## src/rtl/decode_sequencer.sv

```systemverilog
// decode_sequencer: multi-cycle instruction sequencer.
// Latches one instruction, runs EXEC then WB, tracks flags and faults.
module decode_sequencer #(
  parameter int DATA_W   = 8,
  parameter int REG_AW   = 3,
  parameter int OP_W     = 8,
  parameter int ALU_OP_W = 5,
  parameter int STRICT   = 1
) (
  input  logic                     clk,
  input  logic                     rst,
  input  logic                     instr_valid,
  output logic                     instr_ready,
  input  logic [OP_W+2*DATA_W-1:0] instr_data,
  output logic                     gpr_w_enable,
  output logic [REG_AW-1:0]        gpr_w_addr,
  output logic [DATA_W-1:0]        gpr_w_data,
  output logic [REG_AW-1:0]        gpr_r_addr_a,
  output logic [REG_AW-1:0]        gpr_r_addr_b,
  input  logic [DATA_W-1:0]        gpr_r_data_a,
  input  logic [DATA_W-1:0]        gpr_r_data_b,
  output logic [ALU_OP_W-1:0]      alu_operation,
  output logic [DATA_W-1:0]        alu_A,
  output logic [DATA_W-1:0]        alu_B,
  input  logic [DATA_W-1:0]        alu_C,
  input  logic                     alu_carry,
  output logic                     stack_push_enable,
  output logic [DATA_W-1:0]        stack_push_data,
  output logic                     stack_pop_enable,
  input  logic [DATA_W-1:0]        stack_pop_data,
  input  logic                     stack_full,
  input  logic                     stack_empty,
  output logic                     flag_zero,
  output logic                     flag_carry,
  output logic                     retire,
  output logic                     fault
);

  localparam int IW = OP_W + 2 * DATA_W;

  localparam logic [OP_W-1:0] OP_NOP = OP_W'(8'h00);
  localparam logic [OP_W-1:0] OP_LDR = OP_W'(8'h01);
  localparam logic [OP_W-1:0] OP_LD  = OP_W'(8'h02);
  localparam logic [OP_W-1:0] OP_ADD = OP_W'(8'h03);
  localparam logic [OP_W-1:0] OP_SUB = OP_W'(8'h04);
  localparam logic [OP_W-1:0] OP_INC = OP_W'(8'h05);
  localparam logic [OP_W-1:0] OP_DEC = OP_W'(8'h06);
  localparam logic [OP_W-1:0] OP_CLR = OP_W'(8'h07);
  localparam logic [OP_W-1:0] OP_FIL = OP_W'(8'h08);
  localparam logic [OP_W-1:0] OP_PSH = OP_W'(8'h09);
  localparam logic [OP_W-1:0] OP_POP = OP_W'(8'h0A);

  localparam logic [ALU_OP_W-1:0] ALU_ADD = ALU_OP_W'(0);
  localparam logic [ALU_OP_W-1:0] ALU_SUB = ALU_OP_W'(1);
  localparam logic [ALU_OP_W-1:0] ALU_INC = ALU_OP_W'(2);
  localparam logic [ALU_OP_W-1:0] ALU_DEC = ALU_OP_W'(3);

  typedef enum logic [1:0] {
    S_IDLE,
    S_EXEC,
    S_WB,
    S_FAULT
  } state_t;

  state_t            state_q, state_d;
  logic [IW-1:0]     ir_q, ir_d;
  logic [DATA_W-1:0] res_q, res_d;
  logic              cp_q, cp_d;
  logic              fz_q, fz_d;
  logic              fc_q, fc_d;

  logic [OP_W-1:0]   op;
  logic [DATA_W-1:0] arg_b;
  logic [REG_AW-1:0] ra, rb;
  logic              unused_ok;

  assign op        = ir_q[IW-1 -: OP_W];
  assign arg_b     = ir_q[DATA_W-1:0];
  assign ra        = ir_q[DATA_W +: REG_AW];
  assign rb        = ir_q[0 +: REG_AW];
  assign unused_ok = ^ir_q[2*DATA_W-1:DATA_W+REG_AW];

  logic is_nop, is_ldr, is_ld, is_add, is_sub, is_inc;
  logic is_dec, is_clr, is_fil, is_psh, is_pop, is_undef;
  logic is_alu, is_skip, bad;

  // Opcode decode of the latched instruction
  always_comb begin
    is_nop   = 1'b0;
    is_ldr   = 1'b0;
    is_ld    = 1'b0;
    is_add   = 1'b0;
    is_sub   = 1'b0;
    is_inc   = 1'b0;
    is_dec   = 1'b0;
    is_clr   = 1'b0;
    is_fil   = 1'b0;
    is_psh   = 1'b0;
    is_pop   = 1'b0;
    is_undef = 1'b0;
    unique case (op)
      OP_NOP:  is_nop   = 1'b1;
      OP_LDR:  is_ldr   = 1'b1;
      OP_LD:   is_ld    = 1'b1;
      OP_ADD:  is_add   = 1'b1;
      OP_SUB:  is_sub   = 1'b1;
      OP_INC:  is_inc   = 1'b1;
      OP_DEC:  is_dec   = 1'b1;
      OP_CLR:  is_clr   = 1'b1;
      OP_FIL:  is_fil   = 1'b1;
      OP_PSH:  is_psh   = 1'b1;
      OP_POP:  is_pop   = 1'b1;
      default: is_undef = 1'b1;
    endcase
  end

  assign is_alu  = is_add | is_sub | is_inc | is_dec;
  // a lenient build treats unknown opcodes as NOP
  assign is_skip = is_nop | (is_undef && STRICT == 0);
  assign bad     = (is_pop && stack_empty)
                 | (is_psh && stack_full)
                 | (is_undef && STRICT != 0);

  assign instr_ready = (state_q == S_IDLE) || (state_q == S_WB);

  // Next-state, instruction latch, result and flag update
  always_comb begin
    state_d = state_q;
    ir_d    = ir_q;
    res_d   = res_q;
    cp_d    = cp_q;
    fz_d    = fz_q;
    fc_d    = fc_q;
    unique case (state_q)
      S_IDLE: begin
        if (instr_valid) begin
          ir_d    = instr_data;
          state_d = S_EXEC;
        end
      end
      S_EXEC: begin
        state_d = S_WB;
        if (is_alu) begin
          res_d = alu_C;
          cp_d  = alu_carry;
        end
        if (is_ld)  res_d = gpr_r_data_a;
        if (is_ldr) res_d = arg_b;
        if (is_clr) res_d = '0;
        if (is_fil) res_d = '1;
        if (is_pop) res_d = stack_pop_data;
        if (is_skip || is_psh) state_d = S_IDLE;
        if (bad) state_d = S_FAULT;
      end
      S_WB: begin
        if (is_alu) begin
          fz_d = (res_q == '0);
          fc_d = cp_q;
        end
        state_d = S_IDLE;
        if (instr_valid) begin
          ir_d    = instr_data;
          state_d = S_EXEC;
        end
      end
      S_FAULT: state_d = S_FAULT;
      default: state_d = S_IDLE;
    endcase
  end

  // State registers with synchronous reset
  always_ff @(posedge clk) begin
    if (rst) begin
      state_q <= S_IDLE;
      ir_q    <= '0;
      res_q   <= '0;
      cp_q    <= 1'b0;
      fz_q    <= 1'b0;
      fc_q    <= 1'b0;
    end else begin
      state_q <= state_d;
      ir_q    <= ir_d;
      res_q   <= res_d;
      cp_q    <= cp_d;
      fz_q    <= fz_d;
      fc_q    <= fc_d;
    end
  end

  assign flag_zero  = fz_q;
  assign flag_carry = fc_q;
  assign fault      = (state_q == S_FAULT);

  // Strobes, addresses and operands for the EXEC and WB cycles
  always_comb begin
    gpr_w_enable      = 1'b0;
    gpr_w_addr        = '0;
    gpr_w_data        = '0;
    gpr_r_addr_a      = '0;
    gpr_r_addr_b      = '0;
    alu_operation     = '0;
    alu_A             = '0;
    alu_B             = '0;
    stack_push_enable = 1'b0;
    stack_push_data   = '0;
    stack_pop_enable  = 1'b0;
    retire            = 1'b0;
    if (state_q == S_EXEC) begin
      if (is_ld) gpr_r_addr_a = rb;
      if (is_alu || is_psh) gpr_r_addr_a = ra;
      if (is_add || is_sub) gpr_r_addr_b = rb;
      if (is_alu) begin
        alu_A = gpr_r_data_a;
        if (is_add || is_sub) alu_B = gpr_r_data_b;
        unique case (1'b1)
          is_add: alu_operation = ALU_ADD;
          is_sub: alu_operation = ALU_SUB;
          is_inc: alu_operation = ALU_INC;
          default: alu_operation = ALU_DEC;
        endcase
      end
      if (is_pop && !stack_empty) stack_pop_enable = 1'b1;
      if (is_psh && !stack_full) begin
        stack_push_enable = 1'b1;
        stack_push_data   = gpr_r_data_a;
      end
      retire = is_skip || (is_psh && !stack_full);
    end
    if (state_q == S_WB) begin
      gpr_w_enable = 1'b1;
      gpr_w_addr   = ra;
      gpr_w_data   = res_q;
      retire       = 1'b1;
    end
  end

endmodule

```

## config.mk

```make
export PLATFORM = sky130hd
export DESIGN_NAME = decode_sequencer
export DESIGN_NICKNAME = d
export VERILOG_FILES = /design/src/rtl/decode_sequencer.sv
export SDC_FILE = /design/constraint.sdc
export NUM_CORES = 1
export LEC_CHECK = 0
export ABC_CLOCK_PERIOD_IN_PS = 2650
export CAP_MARGIN = 20
export CORE_MARGIN = 8
export CORE_UTILIZATION = 37
export CTS_CLUSTER_DIAMETER = 30
export DETAILED_ROUTE_END_ITERATION = 8
export GPL_ROUTABILITY_DRIVEN = 0
export PLACE_DENSITY = 0.8
export REMOVE_ABC_BUFFERS = 1
export SETUP_SLACK_MARGIN = 0.15
export SYNTH_ARGS = -nofsm -noshare
export SYNTH_HDL_FRONTEND = slang
export SYNTH_SLANG_ARGS = --single-unit
```

## constraint.sdc

```tcl
create_clock -name clk -period 2.65 [get_ports clk]
set_clock_uncertainty 0.2 [all_clocks]
set_input_delay 0.53 -clock clk [delete_from_list [all_inputs] [get_ports clk]]
set_output_delay 0.53 -clock clk [all_outputs]
set_load 0.05 [all_outputs]
```

==> out/results.tsv <==
stage	metric	value	unit
power	ir_drop	0.313	mV
worst_hold_path	min_path_type	flop to flop	
timing	finalSetupViolCount	28	
global_routing	grt_use_total	20.5	%
drt	routed_wl	9.34	mm
die	die_h	91.0	um
clocking	cts_tree	yes	
worst_setup_path	worst_r2r_startpoint	ir_q[21]	
timing	max_slew.worst_pin.slew	0.649	ns
power	p_total	1.44	mW
power	p_int	0.941	mW
clocking	clockBufferDepth	2	
clocking	cts-root-buf	clkbuf_8	
power	p_leak	1.63	nW
worst_setup_path	setup.worst_path.end_class	output pin	
synth	synth_top_area_share	30.8	%
job	drv_cap	0	
cells_and_area	final_nets	462	
synth	synth_seq_area_share	30.8	%
drt	drt-wirelength-per-cell	19.7	um
worst_setup_path	crit_start	ir_q[23]	
synth	yosys-top-cells-count	nand2_1, and2_1, dfxtp_1, a21oi_1	
placement	place_area	0.00376	mm^2
drt	via_count	2637	
placement	dp.cells	451	
cells_and_area	seqCellArea	647	um^2
worst_setup_path	worstPathRequired	1.92	ns
placement	dp_hpwl	6.47	mm
clocking	cts_inserted_buffers	5	
power	p_seq_share	37.6	%
clocking	cts.sinks	32	
cells_and_area	antenna_cells	0	
synth	synth_edf_count	0	
power	comb_power_share	35.9	%
synth	ys_ff_latch	32	
global_routing	grt_start_max_net_pins	26	
cells_and_area	multi_input_area	0.00158	mm^2
synth	ys_top_cells_by_area	dfxtp_1, and2_1, nand2_1	
timing	setup_ws	-0.110	ns
status	violations	setup timing	
timing	period_needed	2.76	ns
die	io_pins	116	
cells_and_area	syn_to_final_growth	104	%
global_routing	gr-total-overflow	0	
power	p_sw_share	34.8	%
timing	slew_violations	0	
worst_setup_path	path_max_fanout	4	
power	clockPowerShare	26.5	%
drt	drt_iter0_markers	268	
global_routing	grt_pass1_vias	2608	
cells_and_area	drive_gt1_share	38.9	%
status	status	finished with violations	
synth	yosys.area.top_type	dfxtp_1	
global_routing	grt_pass1_wl	13.9	mm
timing	relSlewSlack	56.7	%
power	p_sw	0.503	mW
worst_setup_path	start_kind	flop	
synth	synth_ff_type	dfxtp_1	
synth	synthDistinctLibCells	47	
die	die_area	0.00828	mm^2
clocking	clk_pin_slew	0.07	ns
timing	hold_slack	0.258	ns
die	fp.dieW	91.0	um
synth	syn_area	0.00208	mm^2
drt	drtAntennaViolNets	0	
worst_setup_path	crit_type	flop to output pin	
cells_and_area	fillers	350	
timing	finalCritPeriodShare	104	%
timing	max_clock_freq	362	MHz
cells_and_area	layout.cells.non_filler	473	
synth	post-synth-top-count-cell	nand2_1	
die	rows	27	
drt	first_pass_iters	5	
synth	yosysWarnings	0	
drt	drc	0	
die	core	0.00547	mm^2
timing	tns	-1.52	ns
die	initial_core_util	38.0	%
synth	async_reset_ff_share	0	%
cells_and_area	stdcell_area	0.00425	mm^2
timing	hold_viol	0	
drt	viasPerCell	5.58	
synth	synthCells	274	
power	p_per_area	340	mW/mm^2
worst_setup_path	critPathArrivalTime	2.03	ns
worst_hold_path	min_from	flag_zero	
clocking	clock_latency	0.30	ns
placement	port_buffers	107	
clocking	h-tree-depth	2	
global_routing	antenna_found_initial	0	
timing	rsz0062_at_grt	true	
synth	avgSynthCellArea	7.60	um^2
==> cell families (layout without fill, tap and decap cells) <==
family / Yosys count / after routing / synth area share [%]
buffers and inverters: 26 / 151 / 5.71
other: 1 / 3 / 0.180
AO/OA/AOI/OAI: 70 / 70 / 26.0
AND/OR/NAND/NOR: 141 / 141 / 35.5
XOR/XNOR: 2 / 2 / 0.841
multiplexers: 2 / 2 / 0.962
flip-flops: 32 / 32 / 30.8
==> layout make-up <==
type	instances	share of cell area (%)
Clock buffer	5	1.62
Clock inverter	3	0.442
Inverter	2	0.177
Multi-Input combinational cell	218	37.2
Tap cell	72	2.12
Sequential cell	32	15.2
Timing Repair Buffer	141	43.2
==> cell usage in the layout (no fill, tap or decap), drive strengths merged, types with 3 or more instances in the layout <==
cell type	Yosys	layout
or4	3	3
o31ai	8	8
and2	39	39
o22ai	8	8
nand2	52	52
clkinv	0	3
clkbuf	17	5
conb	1	3
nor4	5	5
o211ai	8	8
a21oi	24	24
a211oi	3	3
nor2	17	17
nor3	3	3
nor2b	4	4
clkdlybuf4s50	0	58
buf	7	81
dfxtp	32	32
o32a	8	8
nand3	6	6
==> worst max-delay path, cell delays in order, from the launching register on <==
cell and delay, ns:
dfxtp_2 0.33, buf_6 0.12, nor4_4 0.31, nand2_2 0.16
nor4_4 0.31, buf_4 0.21, and2_4 0.16, buf_12 0.13
==> state kept, by name (all words and copies together) (netlist names) <==
register and flops:
cp_q 1, flag_zero 1, flag_carry 1, ir_q 19, state_q 2, res_q 8
==> per-stage QoR <==
stage | worst slack (ns) | utilization (%)
floorplan | -0.711 | -
global placement | -0.0856 | 68.7
detailed placement | -0.135 | 68.7
CTS | -0.150 | 75.1
global route | -0.212 | 77.6
finish | -0.110 | 77.6
==> worst paths after layout <==
kind / cells past startpoint / to / slack (ns)
max: 7 / stack_push_data[6] / -0.11
max reg2reg: 7 / res_q[3] / 0.16
min: 2 / flag_zero / 0.26
min reg2reg: 2 / flag_zero / 0.26
==> repair_timing <==
action,4_1_cts,5_1_grt
gates resized for setup,61,19
buffers inserted,8,5
hold buffers,0,0
pin swaps,20,13
setup endpoints to repair,34,50
cloned,1,0
==> metal layers <==
| layer | vias to the layer above | global-route usage, % | wire (um) |
|---|---|---|---|
| met5 | - | 0 | 0 |
| met4 | 0 | 6.41 | 249 |
| met3 | 26 | 6.42 | 833 |
| met2 | 176 | 35.7 | 4720 |
| met1 | 1219 | 23.4 | 3530 |
| li1 | 1216 | - | - |
==> power groups by stage <==
stage               clock [mW]  combinational, mW  sequential (mW)
floorplan                    0              0.195            0.548
global placement             0              0.403            0.546
detailed placement           0              0.411            0.548
CTS                      0.383              0.465            0.539
global route             0.403              0.545            0.546
finish                   0.382              0.518            0.543
Power figures use the tool's default switching activity.
==> RTL change 1 (same flow settings) <==
Register the output `flag_zero` once more, cleared by the reset; this adds one clock of latency there. The other outputs are not delayed to match.
--- a/src/rtl/decode_sequencer.sv
+++ b/src/rtl/decode_sequencer.sv
@@ -188,5 +188,11 @@
   end
 
-  assign flag_zero  = fz_q;
+  always_ff @(posedge clk) begin
+    if (rst) begin
+      flag_zero <= '0;
+    end else begin
+      flag_zero <= fz_q;
+    end
+  end
   assign flag_carry = fc_q;
   assign fault      = (state_q == S_FAULT);
Behaviour: not the same (Yosys sat finds a counterexample within 4 cycles, from zero or initial values and one cycle with rst high).
==> RTL change 1 against the original RTL <==
  * Sequential cell count up 1
  * Cell count up 3.4%
  * Area after synthesis rose by 2.9%
  * Worst hold slack improved by 0.0045 ns
  * Setup slack improved by 0.12 ns
  * Total power is 8.2% higher
  * Clock power up 23%
  * Routed wire length increased by 6.3%
  * First-iteration DRC count grew 1.1%
  * Final area down 0.53%
  * Global-route usage rose by 0.77 points
  * Fmax grew 4.4%
  * Critical path type unchanged
==> RTL change 1: results (changes against the original RTL) <==
.. list-table::
   :header-rows: 1

   * - Metric
     - Value
   * - Maximum net fanout on the critical path
     - 3 (-1)
   * - Routed wire per std cell
     - 20.3 microns (+2.8%)
   * - Fraction of final layout cells sized beyond drive strength 1
     - 35.3% (-3.7 points)
   * - Worst setup path endpoint
     - retire
   * - Main area contributors after synthesis
     - dfxtp_1, and2_1, nand2_1
   * - Share of cell area taken by muxes after synthesis
     - 0.935% (-0.027 points)
   * - Vias in the first global route
     - 2897 (+11%)
   * - Met3 Wirelength
     - 937 microns (+12%)
   * - Wire length of the first global-routing pass
     - 14500 microns (+4.1%)
   * - Leakage power
     - 0.00169 uW (+3.6%)
   * - Unique cell type count in the Yosys netlist
     - 48 (+2.1%)
   * - R2r worst-path depth
     - 6 (-1)
   * - Start point of the critical path
     - ir_q[20]$_SDFFE_PP0P_
   * - Worst slack, placed
     - 0.0589 ns (+0.194 ns)
   * - Maximum number of pins on one net before global-route repair
     - 28 (+7.7%)
   * - Result of the run
     - completed
   * - Placed insts
     - 464 (+2.9%)
   * - Cell count after synthesis
     - 289 (+5.5%)
   * - Total Nets Final
     - 479 (+3.7%)
   * - Xor and xnor fraction of the mapped netlist area
     - 0.818% (-0.024 points)
   * - Worst-margin pin slew
     - 0.675 ns (+0.0265 ns)
   * - Final clock period utilization by the worst path
     - 99.7% (-4.4 points)
   * - Net switching power
     - 501 uW (-0.31%)
   * - DR iter-0 viols
     - 271 (+1.1%)
   * - Grt met3 use
     - 6.11% (-0.31 points)
   * - Worst reg2reg path endpoint
     - res_q[5]$_SDFFE_PP0P_
   * - M1 WL
     - 3560 microns (+0.68%)
   * - Via/cell ratio
     - 5.91 (+5.9%)
   * - Half-perimeter wire length after placement
     - 6530 microns (+1.0%)
   * - Global-route usage over all layers
     - 21.3% (+0.77 points)
[RTL change 1: changes by cell type after synthesis, moves of 3 or more]
cell	delta
o211ai_1	-8
a31oi_1	+6
nor4_1	-3
clkbuf_1	-3
o31ai_1	-6
o22ai_2	-7
nand4_1	+3
o31ai_2	+6
nor2_1	+13
o221ai_1	+8
nand3b_1	+5
o32a_1	-8
[RTL change 1: worst max-delay path, stage by stage, from the launching register on]
cell and delay (ns):
dfxtp_2 0.33, or4_4 0.57, buf_4 0.16, nor2_1 0.15, a311o_1 0.25, buf_12 0.15
[RTL change 1: worst min path at each step]
stage	start	endpoint	slack [ns]	cells after the start
4_1_cts	ir_q[3]$_SDFFE_PP0P_	ir_q[3]$_SDFFE_PP0P_	0.26	2
6_report	ir_q[6]$_SDFFE_PP0P_	ir_q[6]$_SDFFE_PP0P_	0.26	2
3_5_place_dp	ir_q[6]$_SDFFE_PP0P_	ir_q[6]$_SDFFE_PP0P_	0.25	2
2_1_floorplan	res_q[6]$_SDFFE_PP0P_	res_q[6]$_SDFFE_PP0P_	0.22	2
3_3_place_gp	ir_q[5]$_SDFFE_PP0P_	ir_q[5]$_SDFFE_PP0P_	0.24	2
5_1_grt	ir_q[3]$_SDFFE_PP0P_	ir_q[3]$_SDFFE_PP0P_	0.28	2
[RTL change 1: area by class of cell]
| cell class | instances | area, sq um |
|---|---|---|
| clock buffers | 5 | 68.8 |
| clock inverters | 2 | 35.0 |
| fillers | 346 | 1320 |
| inverters | 2 | 7.51 |
| multi-input cells | 234 | 1510 |
| flip-flops and latches | 33 | 674 |
| well taps | 72 | 90.1 |
| repair buffers | 141 | 1840 |
[RTL change 1: what timing repair did]
item                       in CTS  in global routing
gates cloned                    3                  0
pin swaps                      12                 10
resized for setup              37                 18
buffers inserted                8                  7
setup endpoints to repair      34                 34
==> RTL change 2 (same settings) <==
Without the edit above. `ALU_OP_W`: 5 -> 10.
--- a/src/rtl/decode_sequencer.sv
+++ b/src/rtl/decode_sequencer.sv
@@ -5,5 +5,5 @@
   parameter int REG_AW   = 3,
   parameter int OP_W     = 8,
-  parameter int ALU_OP_W = 5,
+  parameter int ALU_OP_W = 10,
   parameter int STRICT   = 1
 ) (
Interface: changed (resized alu_operation); port bits go from 116 to 121. No check against the original RTL was run, so the function may have changed too.
==> RTL change 2 against the original RTL <==
  * The run still ends with setup timing left
  * Synthesized cell count rose by 1.8%
  * Combinational power fell by 5.2%
  * Sequential cell count did not move
  * Cell count fell by 0.63%
  * Area after synthesis rose by 1.8%
  * Routed wire length fell by 2.7%
  * Final area fell by 2.6%
  * Total power fell by 2.0%
  * Fmax rose by 1.2%
  * Setup slack improved by 0.032 ns
  * Utilization fell by 2.5 points
  * Largest power group unchanged
  * Highest routed layer unchanged
==> RTL change 2: results (changes against the original RTL) <==
.. list-table::
   :header-rows: 1

   * - Metric
     - Value
   * - Wire length of the first global-routing pass
     - 13300 microns (-4.6%)
   * - Delay contributed by the slowest stage of the critical path
     - 0.36 ns (+0.03 ns)
   * - Worst setup path endpoint
     - stack_push_data[1]
   * - Arrival time at the worst endpoint
     - 2.00 ns (-0.03 ns)
   * - Count of buffers inserted at the top-level ports
     - 107 (unchanged)
   * - Fraction of final layout cells sized beyond drive strength 1
     - 36.7% (-2.2 points)
   * - Maximum net fanout on the critical path
     - 5 (+1)
   * - Maximum number of pins on one net before global-route repair
     - 26 (unchanged)
   * - Share of cell area taken by muxes after synthesis
     - 0.945% (-0.017 points)
   * - R2r worst-path depth
     - 5 (-2)
   * - Total Nets Final
     - 459 (-0.65%)
   * - Unique cell type count in the Yosys netlist
     - 47 (unchanged)
   * - Net switching power
     - 495 uW (-1.5%)
   * - Result of the run
     - complete, but fails checks
   * - Slew headroom
     - 56.9% (+0.29 points)
   * - Violations in the final reports
     - setup timing
   * - DR iter-0 viols
     - 228 (-15%)
   * - Worst slack, placed
     - -0.0376 ns (+0.0974 ns)
   * - Compound-gate portion of the synthesized area
     - 25.6% (-0.46 points)
   * - Summed negative setup slack over all endpoints
     - -1.45 ns (+0.0687 ns)
   * - Via/cell ratio
     - 5.38 (-3.4%)
   * - Main area contributors after synthesis
     - dfxtp_1, and2_1, nand2_1
   * - Least setup slack across all paths after layout
     - -0.0783 ns (+0.0315 ns)
   * - Xor and xnor fraction of the mapped netlist area
     - 0.826% (-0.015 points)
   * - Finish-stage setup viols
     - 31 (+11%)
   * - Sum of routed wire length over all layers
     - 9080 microns (-2.7%)
   * - Leakage power
     - 0.00158 uW (-3.2%)
   * - Global-route usage over all layers
     - 19.6% (-0.92 points)
   * - Maximum vdd ir drop
     - 325 uV (+3.9%)
   * - Worst reg2reg path endpoint
     - res_q[3]$_SDFFE_PP0P_
   * - Part of the Yosys area used for sequential elements
     - 30.2% (-0.54 points)
   * - Placed instance area
     - 0.00376 sq mm (-0.10%)
[RTL change 2: final cells by class]
cell class                 instances  area, sq um
multi-input combinational        223         1530
tap                               72         90.1
inverter                           2         7.51
clock buffer                       5         68.8
sequential                        32          648
clock inverter                     3         18.8
timing repair buffer             133         1780
fill                             379         1370
[RTL change 2: kinds of logic (layout without fill, tap and decap cells)]
family / count (synthesis) / in the layout
mux: 2 / 2
simple gates: 141 / 141
flops: 32 / 32
other cells: 1 / 8
compound gates: 70 / 70
xor+xnor: 2 / 2
buf+inv: 31 / 143
[RTL change 2: stage by stage]
stage / util, % / std cells
6_report: 75.2 / 470
5_1_grt: 75.2 / 470
4_1_cts: 72.5 / 467
3_5_place_dp: 68.2 / 453
3_3_place_gp: 68.2 / 453
2_1_floorplan: - / 257
[RTL change 2: worst min-delay path, delay by kind of cell (launching register included)]
family	cells	cell delay (ns)
flip-flops	1	0.31
AND/OR/NAND/NOR	1	0.05
AO/OA/AOI/OAI	1	0.05
[RTL change 2: what timing repair did]
| item | in CTS | in global routing |
|---|---|---|
| gates resized for setup | 36 | 31 |
| pin swaps | 8 | 7 |
| hold buffers | 0 | 0 |
| setup buffers | 6 | 3 |
| setup endpoints to repair | 37 | 35 |
[RTL change 2: per-layer routing]
layer  up-vias  share of wire [%]  track usage [%]
li1       1198                  -                -
met1      1182                 37             22.9
met2       135                 51             34.5
met3        15                9.7             5.79
met4         0                1.5             4.37
met5         -                  0                0
[RTL change 2: power groups by stage]
stage	sequential (uW)	combinational [uW]	clock, uW
5_1_grt	548	520	406
3_3_place_gp	548	413	0
3_5_place_dp	551	422	0
2_1_floorplan	548	210	0
6_report	545	491	379
4_1_cts	540	443	381
